File: src/rtl/scc_mem_arbiter.sv
// Fetch/data arbiter for the single-ported SCC memory: one access in flight,
// data-port priority with a fetch anti-starvation override. Optional perf counters: SCC_ARB_PERF_EN.
module scc_mem_arbiter #(
    parameter int ADDR_W     = 16,
    parameter int DATA_W     = 32,
    parameter int MEM_LAT    = 1,
    parameter int STARVE_MAX = 4
) (
    input  logic              clk,
    input  logic              rst,
    input  logic              clk_en,
    input  logic              if_req_v,
    input  logic [ADDR_W-1:0] if_req_addr,
    output logic              if_req_rdy,
    output logic              if_rsp_v,
    output logic [DATA_W-1:0] if_rsp_data,
    input  logic              d_req_v,
    input  logic              d_req_we,
    input  logic [ADDR_W-1:0] d_req_addr,
    input  logic [DATA_W-1:0] d_req_wdata,
    output logic              d_req_rdy,
    output logic              d_rsp_v,
    output logic [DATA_W-1:0] d_rsp_data,
    output logic              mem_en,
    output logic              mem_we,
    output logic [ADDR_W-1:0] mem_addr,
    output logic [DATA_W-1:0] mem_wdata,
    input  logic [DATA_W-1:0] mem_rdata
`ifdef SCC_ARB_PERF_EN
    ,
    output logic [15:0]       perf_if_grants,
    output logic [15:0]       perf_d_grants,
    output logic [15:0]       perf_conflict_cycles
`endif
);

    // state | meaning
    // IDLE  | no transaction, arbitrating
    // ISSUE | mem_en high for one cycle with latched request
    // WAIT  | counting down memory latency, rdata captured on the last cycle
    // RESP  | owner's rsp_v pulses; arbitrates like IDLE
    typedef enum logic [1:0] {
        S_IDLE  = 2'd0,
        S_ISSUE = 2'd1,
        S_WAIT  = 2'd2,
        S_RESP  = 2'd3
    } state_t;

    localparam logic [3:0] STARVE_C = 4'(STARVE_MAX);
    localparam logic [1:0] LAT_M1   = 2'(MEM_LAT - 1);

    state_t            state_q;
    logic [3:0]        starve_q;
    logic [3:0]        starve_d;
    logic              owner_d_q;
    logic              we_q;
    logic [1:0]        lat_q;
    logic              if_rsp_v_q;
    logic              d_rsp_v_q;
    logic [DATA_W-1:0] if_rsp_data_q;
    logic [DATA_W-1:0] d_rsp_data_q;
    logic              mem_en_q;
    logic              mem_we_q;
    logic [ADDR_W-1:0] mem_addr_q;
    logic [DATA_W-1:0] mem_wdata_q;

    logic arb_phase;
    logic grant_if;
    logic grant_d;
    logic accept_ok;
    logic accept;

    assign arb_phase = (state_q == S_IDLE) || (state_q == S_RESP);
    assign grant_if  = if_req_v && (!d_req_v || (starve_q == STARVE_C));
    assign grant_d   = d_req_v && !grant_if;
    // Reset must win over a same-edge accept, so rdy is masked while rst is high.
    assign accept_ok = arb_phase && clk_en && !rst;
    assign if_req_rdy = accept_ok && grant_if;
    assign d_req_rdy  = accept_ok && grant_d;
    assign accept     = if_req_rdy || d_req_rdy;

    always_comb begin
        starve_d = starve_q;
        if (arb_phase) begin
            if (!if_req_v || grant_if) begin
                starve_d = '0;
            end else if (starve_q != STARVE_C) begin
                starve_d = starve_q + 4'd1;
            end
        end
    end

    always_ff @(posedge clk) begin
        if (rst) begin
            state_q       <= S_IDLE;
            starve_q      <= '0;
            owner_d_q     <= 1'b0;
            we_q          <= 1'b0;
            lat_q         <= '0;
            if_rsp_v_q    <= 1'b0;
            d_rsp_v_q     <= 1'b0;
            if_rsp_data_q <= '0;
            d_rsp_data_q  <= '0;
            mem_en_q      <= 1'b0;
            mem_we_q      <= 1'b0;
            mem_addr_q    <= '0;
            mem_wdata_q   <= '0;
        end else if (clk_en) begin
            starve_q <= starve_d;
            case (state_q)
                S_IDLE, S_RESP: begin
                    if_rsp_v_q <= 1'b0;
                    d_rsp_v_q  <= 1'b0;
                    if (accept) begin
                        state_q   <= S_ISSUE;
                        owner_d_q <= grant_d;
                        mem_en_q  <= 1'b1;
                        if (grant_d) begin
                            we_q        <= d_req_we;
                            mem_we_q    <= d_req_we;
                            mem_addr_q  <= d_req_addr;
                            mem_wdata_q <= d_req_wdata;
                        end else begin
                            we_q       <= 1'b0;
                            mem_we_q   <= 1'b0;
                            mem_addr_q <= if_req_addr;
                        end
                    end else begin
                        state_q <= S_IDLE;
                    end
                end
                S_ISSUE: begin
                    mem_en_q <= 1'b0;
                    mem_we_q <= 1'b0;
                    lat_q    <= LAT_M1;
                    state_q  <= S_WAIT;
                end
                S_WAIT: begin
                    if (lat_q == 2'd0) begin
                        state_q <= S_RESP;
                        if (owner_d_q) begin
                            d_rsp_v_q    <= 1'b1;
                            d_rsp_data_q <= we_q ? '0 : mem_rdata;
                        end else begin
                            if_rsp_v_q    <= 1'b1;
                            if_rsp_data_q <= mem_rdata;
                        end
                    end else begin
                        lat_q <= lat_q - 2'd1;
                    end
                end
                default: state_q <= S_IDLE;
            endcase
        end
    end

    assign if_rsp_v    = if_rsp_v_q;
    assign if_rsp_data = if_rsp_data_q;
    assign d_rsp_v     = d_rsp_v_q;
    assign d_rsp_data  = d_rsp_data_q;
    assign mem_en      = mem_en_q;
    assign mem_we      = mem_we_q;
    assign mem_addr    = mem_addr_q;
    assign mem_wdata   = mem_wdata_q;

`ifdef SCC_ARB_PERF_EN
    logic [15:0] perf_if_q;
    logic [15:0] perf_d_q;
    logic [15:0] perf_conf_q;

    always_ff @(posedge clk) begin
        if (rst) begin
            perf_if_q   <= '0;
            perf_d_q    <= '0;
            perf_conf_q <= '0;
        end else if (clk_en) begin
            if (if_req_rdy && (perf_if_q != 16'hFFFF)) begin
                perf_if_q <= perf_if_q + 16'd1;
            end
            if (d_req_rdy && (perf_d_q != 16'hFFFF)) begin
                perf_d_q <= perf_d_q + 16'd1;
            end
            if (arb_phase && if_req_v && d_req_v && (perf_conf_q != 16'hFFFF)) begin
                perf_conf_q <= perf_conf_q + 16'd1;
            end
        end
    end

    assign perf_if_grants       = perf_if_q;
    assign perf_d_grants        = perf_d_q;
    assign perf_conflict_cycles = perf_conf_q;
`endif

endmodule

File: config.mk
export PLATFORM = sky130hd
export DESIGN_NAME = scc_mem_arbiter
export DESIGN_NICKNAME = d
export VERILOG_FILES = /design/src/rtl/scc_mem_arbiter.sv
export SDC_FILE = /design/constraint.sdc
export NUM_CORES = 1
export LEC_CHECK = 0
export CAP_MARGIN = 10
export CORE_UTILIZATION = 40
export DETAILED_ROUTE_END_ITERATION = 6
export DONT_BUFFER_PORTS = 1
export HOLD_SLACK_MARGIN = 0.15
export PLACE_DENSITY_LB_ADDON = 0.3
export SYNTH_ARGS = -nofsm -noshare
export SYNTH_HDL_FRONTEND = slang
export SYNTH_SLANG_ARGS = --single-unit
File: constraint.sdc
create_clock -name clk -period 3.5 [get_ports clk]
set_clock_uncertainty 0.1 [all_clocks]
set_input_delay 0.7 -clock clk [delete_from_list [all_inputs] [get_ports clk]]
set_output_delay 0.7 -clock clk [all_outputs]
set_load 0.005 [all_outputs]
==> results of run 1 <==
==> cell families after synthesis <==
family	after synthesis	synth area share, %
AND/OR/NAND/NOR	221	23.4
adder cells (fa/ha/maj)	5	1.17
buffers and inverters	75	6.53
flip-flops	126	47.0
multiplexers	1	0.186
AO/OA/AOI/OAI	204	21.7
==> power breakdown <==
part / switching [mW] / internal [mW] / leakage, nW
clock network: 0.596 / 1.02 / 0.270
logic: 0.102 / 0.0772 / 0.613
registers: 0.0482 / 1.49 / 1.02
total: 0.746 / 2.59 / 1.91
==> cell type report <==
| class | count | area (sq um) | area share (%) |
|---|---|---|---|
| Sequential cell | 126 | 2520 | 43.0 |
| Multi-Input combinational cell | 431 | 2500 | 42.6 |
| Clock buffer | 24 | 482 | 8.20 |
| Tap cell | 172 | 215 | 3.67 |
| Clock inverter | 7 | 62.6 | 1.07 |
| Timing Repair Buffer | 7 | 52.6 | 0.895 |
| Inverter | 9 | 33.8 | 0.575 |
| Antenna cell | 1 | 2.50 | 0.0426 |
==> through the flow <==
step	area, sq um	hold WS, ns	instances
4_1_cts	5870	0.235	776
3_5_place_dp	5330	0.355	745
3_3_place_gp	5330	0.349	745
2_1_floorplan	5370	0.345	632
6_report	5870	0.255	777
5_1_grt	5870	0.235	777
==> flip-flops by register name, indices dropped and copies added, names as in the netlist <==
| register | count |
|---|---|
| d_rsp_data | 32 |
| d_rsp_v | 1 |
| if_rsp_data | 32 |
| if_rsp_v | 1 |
| lat_q | 2 |
| mem_addr | 16 |
| mem_en | 1 |
| mem_wdata | 32 |
| mem_we | 1 |
| owner_d_q | 1 |
| starve_q | 4 |
| state_q | 2 |
| we_q | 1 |
==> synth_stat cells <==
cell	count	area share [%]
o211a_1	1	0.19
o31ai_1	2	0.28
ha_1	5	1.2
buf_4	2	0.28
and3b_1	1	0.16
a21oi_1	126	12
clkbuf_1	43	3.0
and2_1	3	0.35
buf_2	13	1.2
nand3_1	19	1.8
nor2b_1	4	0.47
o21bai_1	1	0.14
nand2_1	104	7.3
nand3b_1	34	4.8
nand4b_1	4	0.65
a22oi_1	1	0.14
and4b_1	3	0.56
buf_6	4	0.84
dfxtp_1	126	47
and4_1	2	0.33
inv_1	9	0.63
mux2i_1	1	0.19
a311oi_2	9	2.5
buf_8	1	0.28
or2_0	1	0.12
nand2b_1	3	0.35
or3b_1	32	5.2
and2_4	1	0.16
a311oi_1	9	1.5
and3_1	3	0.35
a31oi_1	1	0.12
o21ai_0	53	4.9
a221o_1	1	0.19
nor3b_1	3	0.42
clkbuf_2	3	0.28
nand4_1	4	0.47
==> metal layers <==
layer  track usage (%)  vias to the layer above
met5                 0                        -
met4              8.17                        0
met3              9.16                       19
met2              31.1                      197
met1              22.5                     2098
li1                  -                     2148
==> final timing paths <==
kind	end	slack (ns)	depth (start not counted)
worst max register to register	mem_wdata[9]$_SDFFE_PP0P_	0.79	5
worst max-delay path	if_req_rdy	0.63	6
worst min register to register	d_rsp_data[1]$_SDFFE_PP0P_	0.36	2
worst min-delay path	mem_addr[13]$_SDFFE_PP0P_	0.25	1
==> worst reg2reg max path, delay by kind of cell, from the launching register on <==
kind | cells | cell delay (ns)
buffers and inverters | 1 | 0.06
AO/OA/AOI/OAI | 1 | 0.14
flip-flops | 1 | 0.36
AND/OR/NAND/NOR | 2 | 1.50
adder cells (fa/ha/maj) | 1 | 0.49
==> metrics, run 1 <==
Placeable Area=12900 sq um; Max Cap Violations=0; largest net degree at the start of global routing=128; outcome=complete, no violations; RSZ-0062 raised after global routing=no; # rows=41; sequential area share after synthesis=between 40% and 50%; post-CTS sizing=0; crit path cell chain=inv_1 -> ha_1 -> and3b_1 -> buf_4 -> nand2_1 -> a21oi_1; Cells after Synth=632; CTS H-tree depth=4; maximum VDD drop=0.293 mV; die width=between 100 and 150 um; GPL Wtd Cong=0.800; crit path capture type=primary output; initial antenna violation count=1; setup_tns=0 ns; first-pass GRT wire length=between 20000 and 25000 um; Max stage delay on crit path=0.48 ns; initial core utilization=41.7%; R2R Path Start=state_q[0]$_SDFFE_PP0P_; final worst slack=roughly 0.63 ns; # fillers=between 1000 and 1500; share of post-route cells with drive strength above 1=7.62%; Syn-to-layout area delta=9.39%; CTS tree=yes; most frequent cells in the layout=a21oi_1 (126), dfxtp_1 (126), nand2_1 (104); number of remaining DRC errors=0; clk sink count=126; slowest stage cell, crit path=ha_1; utilization after layout=45.6%; met3 wire length=about 1500 um; worst slack at placement=0.810 ns; I/O Pins=220; LEAKAGE=1.91 nW; post-CTS setup buffers=0; root buffer cell=clkbuf_16; antenna viol nets, final=0; hold buffer count at cts=0; Mapped Area=5370 sq um; warnings from Yosys=0; nets=699; CP delay by family, top=adder cells; CP startpoint=state_q[0]$_SDFFE_PP0P_; grt ovf=0; fin crit share=82.0%; DRT met1 WL=5620 um; die height=approximately 120 um; element type at the critical path start=register; Clock Path Buffers=2; worst hold start=rst; Inserted Clock Buffers=17; vias in the first global route=4204; worst slew pin tran=1.11 ns; worst setup path category=reg2out; WL/cell=about 18 um; Max Clock Freq=~350 MHz; vias per cell=about 5.7; met2 WL=6420 um; Yosys reg bits=126; Worst-Skew Late Latency=0.41 ns; minimum clock period=~2.9 ns; Mapped Avg Cell Area=8.49 sq um; count of different cell masters after synthesis=36; die area=13900 sq um; worst relative slew slack=around a quarter; initial DRC count=276; drt first pass iters=4; pwr dens=568 nW/um^2; crit path max fanout=23; setup violators final=0; Fin. Hold Viols=0; highest metal used=met4; Critical path buffers and inverters=2; Tot Pwr=approximately 3.3 mW; Detailed Route WL=13700 um; fin. max-slew vios=0; Syn Nets=739; Clock Pin Slew Worst Setup and Hold Paths=~0.05 ns; PortBufs=0; Hold Crit Class=in2reg; DP HPWL=8750 um; data required time of the worst path=2.70 ns; Tot GR Track Use=19.6%; Vias=4462; CP Data Arrival Time=2.07 ns
(Power assumes the default switching activity.)
==> run 2: changes to the inputs <==
- clock period: 3.5 -> 2.8 ns (I/O delays scaled with it)
==> run 2 against run 1 <==
  * Core utilization grew 2.2 points
  * Combinational power up 50%
  * Final area increased by 4.9%
  * Clock-buffer cell count decreased by 3
  * Sequential power increased by 25%
  * Clock power rose by 32%
  * Hold slack worse by 0.070 ns
  * Setup slack lost 0.49 ns
  * The run now ends with DRC left
  * Die area unchanged
  * Largest power group unchanged
  * Sequential share of layout area shrank 2.0 points
  * Flip-flop and latch count is the same
  * Critical path type unchanged
  * Global-route usage increased by 0.12 points
==> metrics, run 2 (synthesis gave the netlist of run 1 again) <==
largest net degree at the start of global routing=107 (was 128); fin. max-slew vios=0 (unchanged); area occupied by multi-input gates=2500 sq um (about the same); Fin. Hold Viols=0 (unchanged); failing checks=DRC; R2R Path Start=state_q[0]$_SDFFE_PP0P_ (unchanged); I/O Pins=220 (unchanged); Inserted Clock Buffers=17 (unchanged); # fillers=1243 (was 1241); # rows=41 (unchanged); FF/Latch Area=2520 sq um (unchanged); DP HPWL=8750 um (about the same); number of remaining DRC errors=1 (was 0); WHS Path Cells=2 (was 1); minimum clock period=2.66 ns; worst hold start=mem_rdata[21] (was rst); die width=118 um (unchanged); worst setup path category=reg2out (unchanged); first-pass GRT wire length=21900 um (was 21600 um); Clock Path Buffers=2 (unchanged); CTS tree=yes (unchanged); setup_tns=0 ns (unchanged); slowest stage cell, crit path=ha_1 (unchanged); critical path depth=5 (was 6); antenna viol nets, final=0 (unchanged); clk sink count=126 (unchanged); final worst slack=0.140 ns (was 0.631 ns); Detailed Route WL=13900 um (was 13700 um); data required time of the worst path=2.14 ns (was 2.70 ns); Max Clock Freq=about 380 MHz; nets=722 (was 699); worst slew pin tran=1.11 ns (about the same); GPL Wtd Cong=0.816 (was 0.800); PortBufs=0 (unchanged); grt ovf=0 (unchanged); Worst-Skew Late Latency=0.41 ns (about the same); CTS H-tree depth=4 (unchanged); worst relative slew slack=26.2% (about the same); Vias=4583 (was 4462); CP Data Arrival Time=2.00 ns (was 2.07 ns); Tot GR Track Use=19.7% (was 19.6%); WL/cell=17.4 um (was 17.6 um); crit path cell chain=inv_1 -> ha_1 -> and3b_2 -> nand2_1 -> a21oi_1 (was inv_1 -> ha_1 -> and3b_1 -> buf_4 -> nand2_1 -> a21oi_1); FF-to-FF End=d_rsp_data[12]$_SDFFE_PP0P_ (was mem_wdata[9]$_SDFFE_PP0P_); root buffer cell=clkbuf_16 (unchanged); vias per cell=5.73 (was 5.74); LEAKAGE=2.07 nW (was 1.91 nW); die height=118 um (unchanged); initial DRC count=351 (was 276); crit path capture type=primary output (unchanged); RSZ-0062 raised after global routing=no (unchanged); die area=13900 sq um (unchanged); drt first pass iters=7 (was 4); Max Cap Violations=0 (unchanged); crit path max fanout=13 (was 23); Hold Crit Class=in2reg (unchanged); Max stage delay on crit path=0.49 ns (was 0.48 ns); setup violators final=0 (unchanged); Placeable Area=12900 sq um (unchanged); most frequent cells in the layout=a21oi_1 (126), dfxtp_1 (126), nand2_1 (104) (unchanged); FF-to-FF setup slack=0.43 ns (was 0.79 ns); maximum VDD drop=0.427 mV (was 0.293 mV); initial antenna violation count=0 (was 1); element type at the critical path start=register (unchanged); initial core utilization=41.7% (unchanged); outcome=finished with violations (was complete, no violations); Critical path buffers and inverters=1 (was 2); Reg2Reg Depth=7 (was 5); fin crit share=95.0%; CP delay by family, top=simple AND/OR/NAND/NOR gates (was adder cells); worst slack at placement=0.448 ns (was 0.810 ns); vias in the first global route=4271 (was 4204); Worst Hold End=if_rsp_data[21]$_SDFFE_PP0P_ (was mem_addr[13]$_SDFFE_PP0P_); share of post-route cells with drive strength above 1=8.44% (was 7.62%); pwr dens=703 nW/um^2 (was 568 nW/um^2); Antenna diodes=0 (was 1); Tot Pwr=4.33 mW (was 3.33 mW); Syn-to-layout area delta=14.7% (was 9.39%); Clock Pin Slew Worst Setup and Hold Paths=0.05 ns (about the same)
[run 2: cell count changes in the layout (fill, tap and decap cells not counted), sizes merged]
cell         delta
clkinv          +1
dlygate4sd3    +20
clkbuf          -3
buf             +3
bufinv          +1
diode           -1
clkinvlp        +2
[run 2: timing repair]
item	in CTS	in global routing
hold buffers	21	0
setup endpoints to repair	1	1
pin swaps	0	1
buffers inserted	0	1
resized for setup	1	0
endpoints found under the hold margin	125	0
[run 2: report_power, final]
part	total [mW]	switching, mW	internal [mW]
Combinational	0.269	0.155	0.114
Sequential	1.92	0.0605	1.86
Clock	2.14	0.790	1.35
Total	4.33	1.01	3.32
[run 2: worst max path at each step]
stage | from | endpoint
floorplan | rst | if_req_rdy
global placement | state_q[0]$_SDFFE_PP0P_ | if_req_rdy
finish | state_q[0]$_SDFFE_PP0P_ | if_req_rdy
CTS | state_q[0]$_SDFFE_PP0P_ | if_req_rdy
detailed placement | state_q[0]$_SDFFE_PP0P_ | if_req_rdy
global route | state_q[0]$_SDFFE_PP0P_ | if_req_rdy
[run 2: layout make-up]
cell class	count	area share [%]
inverters	9	0.549
clock buffers	21	7.48
well taps	172	3.49
flip-flops and latches	126	41.0
multi-input cells	431	40.6
repair buffers	30	5.00
clock inverters	11	1.89
[run 2: through the flow]
| step | cells | utilization, % | area, sq um | hold WS [ns] |
|---|---|---|---|---|
| final | 800 | 47.8 | 6160 | 0.184 |
| after global routing | 800 | 47.8 | 6160 | 0.161 |
| after CTS | 799 | 47.8 | 6150 | 0.162 |
| after detailed placement | 746 | 41.5 | 5350 | 0.360 |
| after global placement | 746 | 41.5 | 5350 | 0.349 |
| after floorplan | 632 | - | 5370 | 0.345 |
[run 2: per-layer routing]
| metal | track usage [%] | wire length [um] | vias up |
|---|---|---|---|
| met5 | 0 | 0 | - |
| met1 | 22.8 | 5690 | 2133 |
| met2 | 31.3 | 6520 | 240 |
| met4 | 8.25 | 223 | 0 |
| met3 | 8.82 | 1470 | 19 |
| li1 | - | - | 2191 |
==> run 3: changes to the inputs <==
- PLACE_DENSITY: unset -> 0.51
- PLACE_DENSITY_LB_ADDON: 0.3 -> unset
==> run 3 against run 2 <==
  * The run now ends clean
  * Flip-flop and latch count stayed put
  * Clock power up 12%
  * Critical endpoint is now mem_addr[6]$_SDFFE_PP0P_
  * Power rose by 6.3%
  * Sequential share of layout area shrank 0.55 points
  * Sequential power is essentially flat
  * Cell count rose by 0.13%
  * Wire length fell by 1.7%
  * Final area increased by 1.4%
  * Register-to-register slack worse by 0.23 ns
  * Combinational power increased by 4%
==> metrics, run 3 (synthesis gave the netlist of run 1 again) <==
I/O Pins=220 (unchanged); initial antenna violation count=0 (unchanged); FF/Latch Area=2520 sq um (unchanged); vias per cell=5.59 (was 5.73); Clock Pin Slew Worst Setup and Hold Paths=0.06 ns (was 0.05 ns); Fin. Hold Viols=0 (unchanged); minimum clock period=2.60 ns (was 2.66 ns); antenna viol nets, final=0 (unchanged); worst slew pin tran=0.979 ns (was 1.11 ns); FF-to-FF setup slack=0.20 ns (was 0.43 ns); initial DRC count=285 (was 351); CTS H-tree depth=4 (unchanged); clk sink count=126 (unchanged); Worst-Skew Late Latency=0.41 ns (about the same); Post-Place Cells=747 (was 746); DP HPWL=8540 um (was 8750 um); root buffer cell=clkbuf_16 (unchanged); drt first pass iters=4 (was 7); initial core utilization=41.7% (unchanged); pwr dens=737 nW/um^2 (was 703 nW/um^2); Syn-to-layout area delta=16.3% (was 14.7%); R2R Path Start=state_q[0]$_SDFFE_PP0P_ (unchanged); critical path depth=7 (was 5); Antenna diodes=0 (unchanged); vias in the first global route=4245 (was 4271); die width=118 um (unchanged); worst setup path category=reg2reg (was reg2out); # fillers=1239 (was 1243); GPL Wtd Cong=0.781 (was 0.816); CP delay by family, top=buffers and inverters (was simple AND/OR/NAND/NOR gates); utilization after layout=48.5% (was 47.8%); Max Cap Violations=0 (unchanged); nets=723 (was 722); fin. max-slew vios=0 (unchanged); CTS tree=yes (unchanged); worst setup path endpoint=mem_addr[6]$_SDFFE_PP0P_ (was if_req_rdy); outcome=complete, no violations (was finished with violations); PortBufs=0 (unchanged); Hold Crit Class=in2reg (unchanged); maximum VDD drop=0.339 mV (was 0.427 mV); Placeable Area=12900 sq um (unchanged); data required time of the worst path=2.99 ns (was 2.14 ns); Max Clock Freq=385 MHz (was 376 MHz); Critical path buffers and inverters=3 (was 1); Vias=4480 (was 4583); Clock Path Buffers=2 (unchanged); Tot GR Track Use=19.9% (was 19.7%); number of remaining DRC errors=0 (was 1); worst relative slew slack=34.6% (was 26.2%); Reg2Reg Depth=7 (unchanged); CP startpoint=state_q[0]$_SDFFE_PP0P_ (unchanged); Detailed Route WL=13700 um (was 13900 um); die area=13900 sq um (unchanged); largest net degree at the start of global routing=110 (was 107); crit path max fanout=18 (was 13); grt ovf=0 (unchanged); final non-filler cell total=801 (was 800); CP Data Arrival Time=2.79 ns (was 2.00 ns); Inserted Clock Buffers=17 (unchanged); crit path cell chain=inv_1 -> ha_2 -> and3b_1 -> buf_4 -> and2_4 -> a311oi_2 -> dlygate4sd3_1 (was inv_1 -> ha_1 -> and3b_2 -> nand2_1 -> a21oi_1); most frequent cells in the layout=a21oi_1 (126), dfxtp_1 (126), nand2_1 (104) (unchanged); setup violators final=0 (unchanged); share of post-route cells with drive strength above 1=9.22% (was 8.44%); # rows=41 (unchanged); die height=118 um (unchanged); first-pass GRT wire length=22000 um (was 21900 um); slowest stage cell, crit path=dlygate4sd3_1 (was ha_1); crit path capture type=register (was primary output); fin crit share=92.8% (was 95.0%); Hold WS=0.178 ns (was 0.184 ns); element type at the critical path start=register (unchanged); LEAKAGE=2.11 nW (was 2.07 nW); Max stage delay on crit path=0.58 ns (was 0.49 ns); area occupied by multi-input gates=2500 sq um (about the same); WL/cell=17.1 um (was 17.4 um); FF-to-FF End=mem_addr[6]$_SDFFE_PP0P_ (was d_rsp_data[12]$_SDFFE_PP0P_); setup_tns=0 ns (unchanged); RSZ-0062 raised after global routing=no (unchanged)
==> run 3: worst reg2reg max path, delay by kind of cell, from the launching register on <==
family	cells	cell delay (ns)
and+or+nand+nor	2	0.59
DFF	1	0.35
AOI/OAI and AO/OA	1	0.11
adders and majority gates	1	0.43
buffers and inverters	3	0.91
==> run 3: repair_timing <==
action / 4_1_cts / 5_1_grt
endpoints found under the hold margin: 125 / 0
buffers inserted: 0 / 4
endpoints found under the setup margin: 0 / 3
gates resized for setup: 0 / 1
hold buffers: 18 / 0
==> run 3: stage by stage <==
step	worst slack [ns]	power (mW)	area, sq um
2_1_floorplan	0.762	2.17	5370
3_3_place_gp	0.706	2.18	5370
3_5_place_dp	0.605	2.19	5370
4_1_cts	0.0671	4.65	6210
5_1_grt	0.0614	4.79	6240
6_report	0.200	4.60	6240
==> run 3: layer usage <==
layer | track usage [%] | wire length, um | share of wire [%]
met1 | 22.7 | 5540 | 41
met2 | 31.8 | 6400 | 47
met3 | 10.2 | 1510 | 11
met4 | 7.37 | 214 | 1.6
met5 | 0 | 0 | 0
==> run 3: power breakdown <==
| group | internal [mW] | switching [mW] |
|---|---|---|
| Clock | 1.62 | 0.782 |
| Combinational | 0.126 | 0.155 |
| Sequential | 1.86 | 0.0596 |
==> run 3: final cells by class <==
type | instances | share of cell area, %
Sequential cell | 126 | 40.4
Multi-Input combinational cell | 431 | 40.1
Clock buffer | 20 | 7.32
Timing Repair Buffer | 31 | 5.13
Tap cell | 172 | 3.45
Clock inverter | 12 | 3.05
Inverter | 9 | 0.541
==> run 3: worst min-delay path by stage <==
stage | startpoint | end | cells past startpoint
global placement | d_rsp_data[1]$_SDFFE_PP0P_ | d_rsp_data[1]$_SDFFE_PP0P_ | 2
global route | mem_rdata[26] | if_rsp_data[26]$_SDFFE_PP0P_ | 2
detailed placement | lat_q[1]$_SDFFE_PP0P_ | lat_q[1]$_SDFFE_PP0P_ | 2
floorplan | lat_q[1]$_SDFFE_PP0P_ | lat_q[1]$_SDFFE_PP0P_ | 2
finish | mem_rdata[28] | if_rsp_data[28]$_SDFFE_PP0P_ | 2
CTS | mem_rdata[16] | if_rsp_data[16]$_SDFFE_PP0P_ | 2
